<file path="src/rtl/uart_tx_fifo.sv">
// uart_tx_fifo: FIFO-buffered UART transmitter (LSB first, gapless frames); tx falls one cycle after a write into an empty idle FIFO.
// Writes while full are dropped with a one-cycle overflow pulse; define UART_TX_PARITY_EN to append an even parity bit.
module uart_tx_fifo #(
  parameter int CLK_DIV    = 104,
  parameter int DATA_BITS  = 8,
  parameter int STOP_BITS  = 1,
  parameter int FIFO_DEPTH = 16
) (
  input  logic                        sys_clk,
  input  logic                        rst,
  input  logic                        wr_en,
  input  logic [DATA_BITS-1:0]        wr_data,
  output logic                        full,
  output logic [$clog2(FIFO_DEPTH):0] level,
  output logic                        overflow,
  output logic                        busy,
  output logic                        tx
);
  localparam int AW = $clog2(FIFO_DEPTH);
  localparam int LW = AW + 1;
  localparam int BW = $clog2(CLK_DIV);
  localparam int CW = $clog2(DATA_BITS + 1);
  localparam logic [BW-1:0] BAUD_LAST = BW'(CLK_DIV - 1);
  localparam logic [CW-1:0] DATA_LAST = CW'(DATA_BITS - 1);
  localparam logic [CW-1:0] STOP_LAST = CW'(STOP_BITS - 1);
  localparam logic [LW-1:0] DEPTH_L   = LW'(FIFO_DEPTH);

`ifdef UART_TX_PARITY_EN
  typedef enum logic [2:0] {IDLE, START, DATA, PARITY, STOP} state_t;
`else
  typedef enum logic [2:0] {IDLE, START, DATA, STOP} state_t;
`endif

  logic [DATA_BITS-1:0] mem [FIFO_DEPTH];
  logic [AW-1:0]        wr_ptr, rd_ptr;
  logic                 push, pop;
  logic [LW-1:0]        level_nxt;
  logic [DATA_BITS-1:0] head;

  state_t               state, state_nxt;
  logic [BW-1:0]        baud_cnt, baud_nxt;
  logic [CW-1:0]        bit_cnt, bit_nxt;
  logic [DATA_BITS-1:0] shreg, sh_nxt;
  logic                 tx_nxt;
  logic                 baud_end;

`ifdef UART_TX_PARITY_EN
  logic                 parity, parity_nxt;
`endif

  // full is the registered flag, so a pop on the same edge cannot free a slot for this write
  assign push = wr_en && !full;
  assign head = mem[rd_ptr];
  assign busy = (state != IDLE);
  assign baud_end = (baud_cnt == BAUD_LAST);

  always_comb begin
    level_nxt = level;
    if (push && !pop)
      level_nxt = level + LW'(1);
    else if (pop && !push)
      level_nxt = level - LW'(1);
  end

  always_ff @(posedge sys_clk or posedge rst) begin
    if (rst) begin
      wr_ptr   <= '0;
      rd_ptr   <= '0;
      level    <= '0;
      full     <= 1'b0;
      overflow <= 1'b0;
    end else begin
      if (push)
        wr_ptr <= wr_ptr + AW'(1);
      if (pop)
        rd_ptr <= rd_ptr + AW'(1);
      level    <= level_nxt;
      full     <= (level_nxt == DEPTH_L);
      overflow <= wr_en && full;
    end
  end

  always_ff @(posedge sys_clk) begin
    if (push)
      mem[wr_ptr] <= wr_data;
  end

  always_ff @(posedge sys_clk or posedge rst) begin
    if (rst) begin
      state    <= IDLE;
      baud_cnt <= '0;
      bit_cnt  <= '0;
      shreg    <= '0;
      tx       <= 1'b1;
    end else begin
      state    <= state_nxt;
      baud_cnt <= baud_nxt;
      bit_cnt  <= bit_nxt;
      shreg    <= sh_nxt;
      tx       <= tx_nxt;
    end
  end

`ifdef UART_TX_PARITY_EN
  always_ff @(posedge sys_clk or posedge rst) begin
    if (rst)
      parity <= 1'b0;
    else
      parity <= parity_nxt;
  end
`endif

  // tx is registered from the next state, so each bit appears on the edge that enters it
  always_comb begin
    state_nxt = state;
    baud_nxt  = baud_cnt;
    bit_nxt   = bit_cnt;
    sh_nxt    = shreg;
    tx_nxt    = tx;
    pop       = 1'b0;
`ifdef UART_TX_PARITY_EN
    parity_nxt = parity;
`endif
    case (state)
      IDLE: begin
        tx_nxt   = 1'b1;
        baud_nxt = '0;
        if (level != '0) begin
          pop       = 1'b1;
          sh_nxt    = head;
          bit_nxt   = '0;
          tx_nxt    = 1'b0;
          state_nxt = START;
`ifdef UART_TX_PARITY_EN
          parity_nxt = ^head;
`endif
        end
      end
      START: begin
        if (baud_end) begin
          baud_nxt  = '0;
          tx_nxt    = shreg[0];
          state_nxt = DATA;
        end else begin
          baud_nxt = baud_cnt + BW'(1);
        end
      end
      DATA: begin
        if (baud_end) begin
          baud_nxt = '0;
          sh_nxt   = shreg >> 1;
          if (bit_cnt == DATA_LAST) begin
            bit_nxt = '0;
`ifdef UART_TX_PARITY_EN
            tx_nxt    = parity;
            state_nxt = PARITY;
`else
            tx_nxt    = 1'b1;
            state_nxt = STOP;
`endif
          end else begin
            bit_nxt = bit_cnt + CW'(1);
            tx_nxt  = shreg[1];
          end
        end else begin
          baud_nxt = baud_cnt + BW'(1);
        end
      end
`ifdef UART_TX_PARITY_EN
      PARITY: begin
        if (baud_end) begin
          baud_nxt  = '0;
          tx_nxt    = 1'b1;
          state_nxt = STOP;
        end else begin
          baud_nxt = baud_cnt + BW'(1);
        end
      end
`endif
      STOP: begin
        if (baud_end) begin
          baud_nxt = '0;
          if (bit_cnt == STOP_LAST) begin
            bit_nxt = '0;
            if (level != '0) begin
              pop       = 1'b1;
              sh_nxt    = head;
              tx_nxt    = 1'b0;
              state_nxt = START;
`ifdef UART_TX_PARITY_EN
              parity_nxt = ^head;
`endif
            end else begin
              tx_nxt    = 1'b1;
              state_nxt = IDLE;
            end
          end else begin
            bit_nxt = bit_cnt + CW'(1);
          end
        end else begin
          baud_nxt = baud_cnt + BW'(1);
        end
      end
      default: begin
        tx_nxt    = 1'b1;
        state_nxt = IDLE;
      end
    endcase
  end
endmodule

</file>
<file path="config.mk">
export PLATFORM = sky130hd
export DESIGN_NAME = uart_tx_fifo
export DESIGN_NICKNAME = d
export VERILOG_FILES = /design/src/rtl/uart_tx_fifo.sv
export SDC_FILE = /design/constraint.sdc
export NUM_CORES = 1
export LEC_CHECK = 0
export ABC_AREA = 1
export CAP_MARGIN = 20
export CORE_ASPECT_RATIO = 0.6
export CORE_UTILIZATION = 55
export CTS_BUF_LIST = sky130_fd_sc_hd__clkbuf_4 sky130_fd_sc_hd__clkbuf_8
export CTS_CLUSTER_DIAMETER = 30
export DETAILED_ROUTE_END_ITERATION = 16
export GPL_TIMING_DRIVEN = 1
export PLACE_DENSITY = 0.83
export RECOVER_POWER = 100
export SYNTH_ARGS = -nofsm -noshare
export SYNTH_HDL_FRONTEND = slang
export SYNTH_SLANG_ARGS = --single-unit
</file>
<file path="constraint.sdc">
create_clock -name sys_clk -period 4.1 [get_ports sys_clk]
set_input_delay 0.41 -clock sys_clk [delete_from_list [all_inputs] [get_ports sys_clk]]
set_output_delay 0.41 -clock sys_clk [all_outputs]
set_load 0.01 [all_outputs]
</file>
==> metrics.md, run 1 <==
| Metric | Value |
|---|---|
| Die H | `just over 90 µm` |
| Multi-input logic area | `2088 µm²` |
| Synth top area cells | `edfxtp_1, dfrtp_1, nand2_1` |
| First-pass GRT wire length | `26810 µm` |
| Final min period | `2.697 ns` |
| Register area share after synthesis | `0.6595` |
| WL/cell | `just over 20 µm` |
| Via density | `a little over 6` |
| Syn_area_per_cell | `roughly 11 µm²` |
| GRT Util Overall | `0.2724` |
| CTS tree | `built` |
| Worst Setup End Kind | `flop` |
| Ant. Diodes | `0` |
| Top cell type's share of synthesized area | `0.5313` |
| Core Util, Final | `0.6109` |
| Sw Share | `0.2876` |
| Drt initial violations | `between 700 and 800` |
| CTS clk-pin slew, worst paths | `about 0.090 ns` |
| Port bufs | `19` |
| Clock root cell | `clkbuf_8` |
| Leakage | `between 0.003 and 0.004 µW` |
| Fmax | `approximately 370 MHz` |
| Sequential share of power | `0.560` |
| Core area | `between 10000 and 15000 µm²` |
| Largest net degree at the start of global routing | `around 70` |
| Failing checks | `max-capacitance violations, max-slew violations` |
| Worst Path Max Fanout | `27` |
| Critical path origin | `rd_ptr[1]` |
| Post-synth top flop | `edfxtp_1` |
| Worst Path Required | `around 4.4 ns` |
| Setup bufs post-CTS | `0` |
| Cts-stage hold buffer count | `0` |
| Crit Path Category | `reg -> reg` |
| Net Count, Synth | `670` |
| Commonest cells after routing, fill and taps aside | `edfxtp_1, nand2_1, nor2_1` |
| Max-Cap Viols | `1` |
| Asr flop ratio synth | `0.2242` |
| IO Pins | `20` |
| Final instance area | `between 7000 and 8000 µm²` |
| DRC | `0` |
| Starting Density | `0.5629` |
| FP Rows | `32` |
| Initial antenna violation count | `0` |
| Routed vias | `about 5100` |
| Mapped Area | `approximately 7200 µm²` |
| # fillers | `963` |
| Slew Limit Fails | `32` |
| Leading cell type in the layout, fill and taps excluded | `edfxtp_1` |
| Slowest cell delay on critical path | `roughly 0.9 ns` |
| RePlAce Congestion | `approximately 0.95` |
| Layout Nets | `approximately 690` |
| Psw | `roughly 1100 µW` |
| Critical R2R Launch | `rd_ptr[1]` |
| EDFF count, synth | `~130` |
| Sequential Area | `between 4000 and 5000 µm²` |
| First-pass DRT Iterations | `5` |
| Cell-internal power | `~2600 µW` |
| Startpoint Class | `flop` |
| Post-CTS Resized | `0` |
| Vias in the first global route | `4650` |
| Grt ovf | `0` |
| Crit path to | `shreg[4]` |
| Chip Width | `~150 µm` |
| Slew of the pin with the lowest slew margin | `1.739 ns` |
| Post-Syn Instances | `643` |
| CP most frequent cell | `o21ai_0` |
| Clk buf depth | `2` |
| Worst vdd ir | `around 0.26 mV` |
| Run status | `finished, violations left` |
| DP Cell Count | `between 800 and 900` |
| Max transition margin | `-0.1591` |
| Top Layer Used | `met4` |
| Setup TNS | `0 ns` |
| Power Density | `about 470 nW/µm²` |
| Skew-Pair Late Insertion Delay | `~0.45 ns` |
| Met2 wire length | `just under 7000 µm` |
| Met3 wire len | `2185 µm` |
| Non-filler cells, final | `roughly 840` |
| Setup violations, final | `0` |
| Comb pwr share | `0.134` |
| Placed Area | `7543 µm²` |
| Synth warnings | `0` |
| Distinct cells, synth | `40` |
| Clock Power Share | `0.306` |
| CP cell instances | `inv_1 > o21ai_0 > o22ai_1 > o21ai_0 > nand3_1 > o211ai_1 > nand2_1` |
| Unrepaired setup endpoints after global routing | `no` |
| Routed Antenna Nets | `0` |
| Worst R2R Setup Slack | `~1.4 ns` |
| Worst Path Arrival | `between 3 and 4 ns` |
| P&R area growth vs syn | `8.526%` |
| Yosys reg bits | `approximately 170` |
| Worst hold path type | `in -> async` |
| Layout cell share with drive strength beyond 1 | `0.07440` |
| Worst R2R Path Depth | `7` |
| CP max stage cell | `dfrtp_1` |
| DPL Wire Length | `11480 µm` |
| Post-Route Skew | `approximately 0.014 ns` |
| RR Endpoint | `shreg[4]` |
| Tcrit/Tclk final | `0.6578` |
| Drt total wl | `about 17000 µm` |
| CTS sink count | `around 170` |
| Cts bufs inserted | `17` |
| Wl on met1 | `approximately 7700 µm` |
| Largest area contributor in the netlist | `edfxtp_1` |
| Final Hold Viols | `0` |
| Die area | `between 10000 and 15000 µm²` |
| H-tree levels | `4` |
power by group through the flow:
stage	Sequential, µW	Clock, µW	Combinational [µW]
floorplan	2080	0	337
global placement	2110	0	491
detailed placement	2110	0	507
CTS	2080	1150	508
global route	2100	1220	551
finish	2080	1140	497
worst max-delay path: cells and delay by family (launching register included):
family,cells,cell delay [ns]
buffers and inverters,1,0.46
AND/OR/NAND/NOR,2,0.22
flip-flops,1,0.90
AO/OA/AOI/OAI,4,1.00
synth_stat cells, types with 2 or more instances:
cell,instances
o2111ai_1,2
o22ai_1,17
o21ai_1,8
edfxtp_1,128
nand4_1,6
o21ai_0,62
o221ai_1,2
nand2_2,5
dfrtp_1,36
nor2_2,2
clkbuf_1,13
nor3_1,6
xor2_1,14
nor2_1,74
nor2_4,2
buf_2,10
nand2_4,5
a21oi_1,28
a211oi_1,7
o211ai_1,9
ha_1,16
nand2_1,98
inv_2,7
inv_1,45
nand3_1,26
layer usage:
metal | track usage | vias to the layer above
met4 | 0.07155 | 0
met2 | 0.3461 | 363
met5 | 0 | -
met3 | 0.08788 | 25
li1 | - | 2277
met1 | 0.4403 | 2474
cell type report:
cell class              instances  area share
clock buffers                  19     0.03251
clock inverters                13     0.01514
multi-input cells             400      0.2660
inverters                      53     0.02534
repair buffers                 22     0.02614
flip-flops and latches        165      0.6078
well taps                     170     0.02709
stage by stage:
| stage | total power, µW | hold WS [ns] | worst slack, ns |
|---|---|---|---|
| floorplan | 2419 | 0.4439 | 2.282 |
| global placement | 2599 | 0.4619 | 1.700 |
| detailed placement | 2621 | 0.4691 | 1.642 |
| CTS | 3736 | 0.1723 | 1.613 |
| global route | 3864 | 0.3079 | 1.263 |
| finish | 3715 | 0.3245 | 1.403 |
sequential cells by signal, summed over array words and instances, names as in the netlist:
register and cells:
mem 128, shreg 8, baud_cnt 7, level 5, bit_cnt 4, rd_ptr 4, wr_ptr 4, state 2
full 1, overflow 1, tx 1
kinds of logic (layout without fill, tap and decap cells):
kind of cell,Yosys count,in the layout,synth area share
DFF,165,165,0.6595
adders and majority gates,16,16,0.02767
AOI/OAI and AO/OA,138,138,0.1072
buffers and inverters,78,107,0.04376
xor gates and xnor gates,15,15,0.01816
and+or+nand+nor,231,231,0.1437
worst min path at each step:
stage | startpoint | to | slack (ns) | cells past startpoint
after floorplan | shreg[3] | shreg[3] | 0.44 | 2
after global placement | shreg[3] | shreg[3] | 0.46 | 2
after detailed placement | shreg[3] | shreg[3] | 0.47 | 2
after CTS | rst | level[3] | 0.17 | 2
after global routing | rst | full | 0.31 | 2
final | rst | full | 0.32 | 2
No activity file was read; power rests on OpenSTA's default activity.
==> run 2: changes to the inputs <==
--- a/config.mk
+++ b/config.mk
@@ -13,7 +13,7 @@
 export CTS_CLUSTER_DIAMETER = 30
 export DETAILED_ROUTE_END_ITERATION = 16
 export GPL_TIMING_DRIVEN = 1
-export PLACE_DENSITY = 0.83
+export PLACE_DENSITY = 0.86
 export RECOVER_POWER = 100
 export SYNTH_ARGS = -nofsm -noshare
 export SYNTH_HDL_FRONTEND = slang
==> constraint.sdc (replaced) <==
create_clock -name sys_clk -period 2.21 [get_ports sys_clk]
set_input_delay 0.221 -clock sys_clk [delete_from_list [all_inputs] [get_ports sys_clk]]
set_output_delay 0.221 -clock sys_clk [all_outputs]
set_load 0.01 [all_outputs]
==> run 2 against run 1 <==
Compared with the run above: the run now ends clean; setup slack got worse by 1.3 ns; clock skew is 0.0044 ns lower; die area is the same; first-iteration DRC count fell by 1.5%; global-route usage fell by 1.5 points; sequential power up 85%; clock power up 110%; critical path type is now reg -> out; largest power group unchanged.
==> metrics.md, run 2 (synthesis results as in run 1) <==
| Metric | Value |
|---|---|
| Routed vias | `5079 (-1.2%)` |
| FP Rows | `32 (unchanged)` |
| Pre-CTS setup slack | `0.2321 ns (-1.410 ns)` |
| Hold slack | `0.1517 ns (-0.1728 ns)` |
| Max-Cap Viols | `0 (-1)` |
| Startpoint Class | `flop` |
| Setup bufs post-CTS | `0 (unchanged)` |
| Power Density | `877.7 nW/µm² (+85%)` |
| Largest Register | `mem` |
| Critical R2R Launch | `state[0]` |
| Tcrit/Tclk final | `0.9613` |
| Commonest cells after routing, fill and taps aside | `edfxtp_1, nand2_1, nor2_1` |
| Port bufs | `19 (unchanged)` |
| Worst hold path type | `in -> async` |
| RR Endpoint | `shreg[5]` |
| DPL Wire Length | `11190 µm (-2.6%)` |
| Via density | `5.845 (-4.2%)` |
| Final instance area | `8150 µm² (+3.8%)` |
| Non-filler cells, final | `869 (+3.2%)` |
| Slew of the pin with the lowest slew margin | `1.349 ns (-0.3895 ns)` |
| H-tree levels | `4 (unchanged)` |
| Die area | `13630 µm² (unchanged)` |
| Cts-stage hold buffer count | `0 (unchanged)` |
| Final min period | `~2.1 ns` |
| Final Hold Viols | `0 (unchanged)` |
| Slew Limit Fails | `0 (-100%)` |
| Placed Area | `7771 µm² (+3.0%)` |
| CTS tree | `built` |
| Fmax | `around 470 MHz` |
| RePlAce Congestion | `0.8702 (-8.8%)` |
| First-pass GRT wire length | `25910 µm (-3.4%)` |
| Leading cell type in the layout, fill and taps excluded | `edfxtp_1` |
| Routed Antenna Nets | `0 (unchanged)` |
| Worst vdd ir | `0.5375 mV (+110%)` |
| WL/cell | `18.86 µm (-7.1%)` |
| Worst R2R Path Depth | `9 (+2)` |
| Run status | `finished, final reports clean` |
| CTS sink count | `165 (unchanged)` |
| Total power | `7154 µW (+93%)` |
| Clk buf depth | `2 (unchanged)` |
| Ant. Diodes | `0 (unchanged)` |
| Leakage | `0.003199 µW (+5.8%)` |
| Clock root cell | `clkbuf_8` |
| Crit Path Category | `reg -> out` |
| Worst R2R Setup Slack | `0.12 ns (-1.28 ns)` |
| Layout cell share with drive strength beyond 1 | `0.1245 (+0.05006)` |
| Starting Density | `0.5629 (unchanged)` |
| Initial antenna violation count | `0 (unchanged)` |
| Max FFs per register | `128 (unchanged)` |
| Worst Setup End Kind | `output port` |
| # fillers | `920 (-4.5%)` |
| Biggest regs | `mem x128, shreg x8, baud_cnt x7` |
| Final WS setup | `0.08553 ns (-1.318 ns)` |
| DP Cell Count | `837 (+3.3%)` |
| GRT Util Overall | `0.2577 (-0.01465)` |
| DRC | `0 (unchanged)` |
| Vias in the first global route | `4906 (+5.5%)` |
| Worst Path Arrival | `1.90 ns (-1.14 ns)` |
| Setup violations, final | `0 (unchanged)` |
| Worst Path Required | `1.99 ns (-2.45 ns)` |
| Post-Route Skew | `0.009608 ns (-0.004374 ns)` |
| CTS clk-pin slew, worst paths | `0.09 ns (about the same)` |
| Largest net degree at the start of global routing | `37 (-48%)` |
| Worst Path Max Fanout | `6 (-78%)` |
| Drt total wl | `16390 µm (-4.1%)` |
| Unrepaired setup endpoints after global routing | `yes` |
| IO Pins | `20 (unchanged)` |
| Chip Width | `150.1 µm (unchanged)` |
| First-pass DRT Iterations | `5 (unchanged)` |
| Core area | `12850 µm² (unchanged)` |
| Cts bufs inserted | `17 (unchanged)` |
| Drt initial violations | `740 (-1.5%)` |
| Layout Nets | `713 (+3.9%)` |
| Multi-input logic area | `2142 µm² (+2.6%)` |
| P&R area growth vs syn | `12.66%` |
| Grt ovf | `0 (unchanged)` |
| Sequential Area | `4772 µm² (unchanged)` |
| Skew-Pair Late Insertion Delay | `0.44 ns (about the same)` |
| Max transition margin | `0.09913 (+0.2582)` |
| Die H | `90.84 µm (unchanged)` |
run 2: changes by cell type in the layout (fill, tap and decap cells not counted), sizes merged:
| cell | delta |
|---|---|
| clkdlybuf4s50 | +2 |
| clkbuf | +14 |
| clkinvlp | +3 |
| clkinv | -3 |
| inv | -1 |
| dlymetal6s2s | +1 |
| bufinv | +2 |
| dlygate4sd3 | -2 |
| buf | +11 |
run 2: area by class of cell:
type,instances,share of cell area
Clock buffer,18,0.03040
Clock inverter,14,0.02303
Inverter,53,0.02441
Multi-Input combinational cell,400,0.2628
Sequential cell,165,0.5855
Tap cell,170,0.02610
Timing Repair Buffer,49,0.04774
run 2: how the worst max path moves through the flow:
stage | start | endpoint | slack (ns) | cells after the start
2_1_floorplan | level[0] | full | 0.39 | 17
3_3_place_gp | level[0] | full | 0.30 | 13
3_5_place_dp | state[0] | shreg[5] | 0.23 | 9
4_1_cts | state[0] | busy | 0.02 | 4
5_1_grt | state[0] | state[1] | -0.01 | 8
6_report | state[0] | busy | 0.09 | 4
run 2: repair_timing:
item / 4_1_cts / 5_1_grt
endpoints found under the setup margin: 0 / 3
gates resized for setup: 0 / 1
hold endpoints to repair: 0 / 0
run 2: where the power goes:
group          leakage (µW)  switching, µW  internal (µW)
combinational       0.00137            644            322
sequential          0.00161            176           3660
clock              0.000211           1170           1180
total               0.00320           1990           5170
run 2: critical path, stage by stage, from the launching register on:
cell,delay (ns)
dfrtp_1,0.41
inv_1,0.10
ha_1,0.26
inv_2,0.13
clkdlybuf4s50_1,0.55
run 2: per-layer routing:
metal	GRT usage	wire length (µm)	up-vias
met5	0	0	-
met4	0.07828	267	0
met3	0.05960	1526	31
met2	0.3758	7378	279
met1	0.3854	7217	2436
li1	-	-	2333
run 2: per-stage QoR:
step / TNS (ns) / utilization
detailed placement: 0 / 0.6047
global route: -0.01487 / 0.6342
CTS: 0 / 0.6385
floorplan: 0 / -
global placement: 0 / 0.6047
finish: 0 / 0.6342
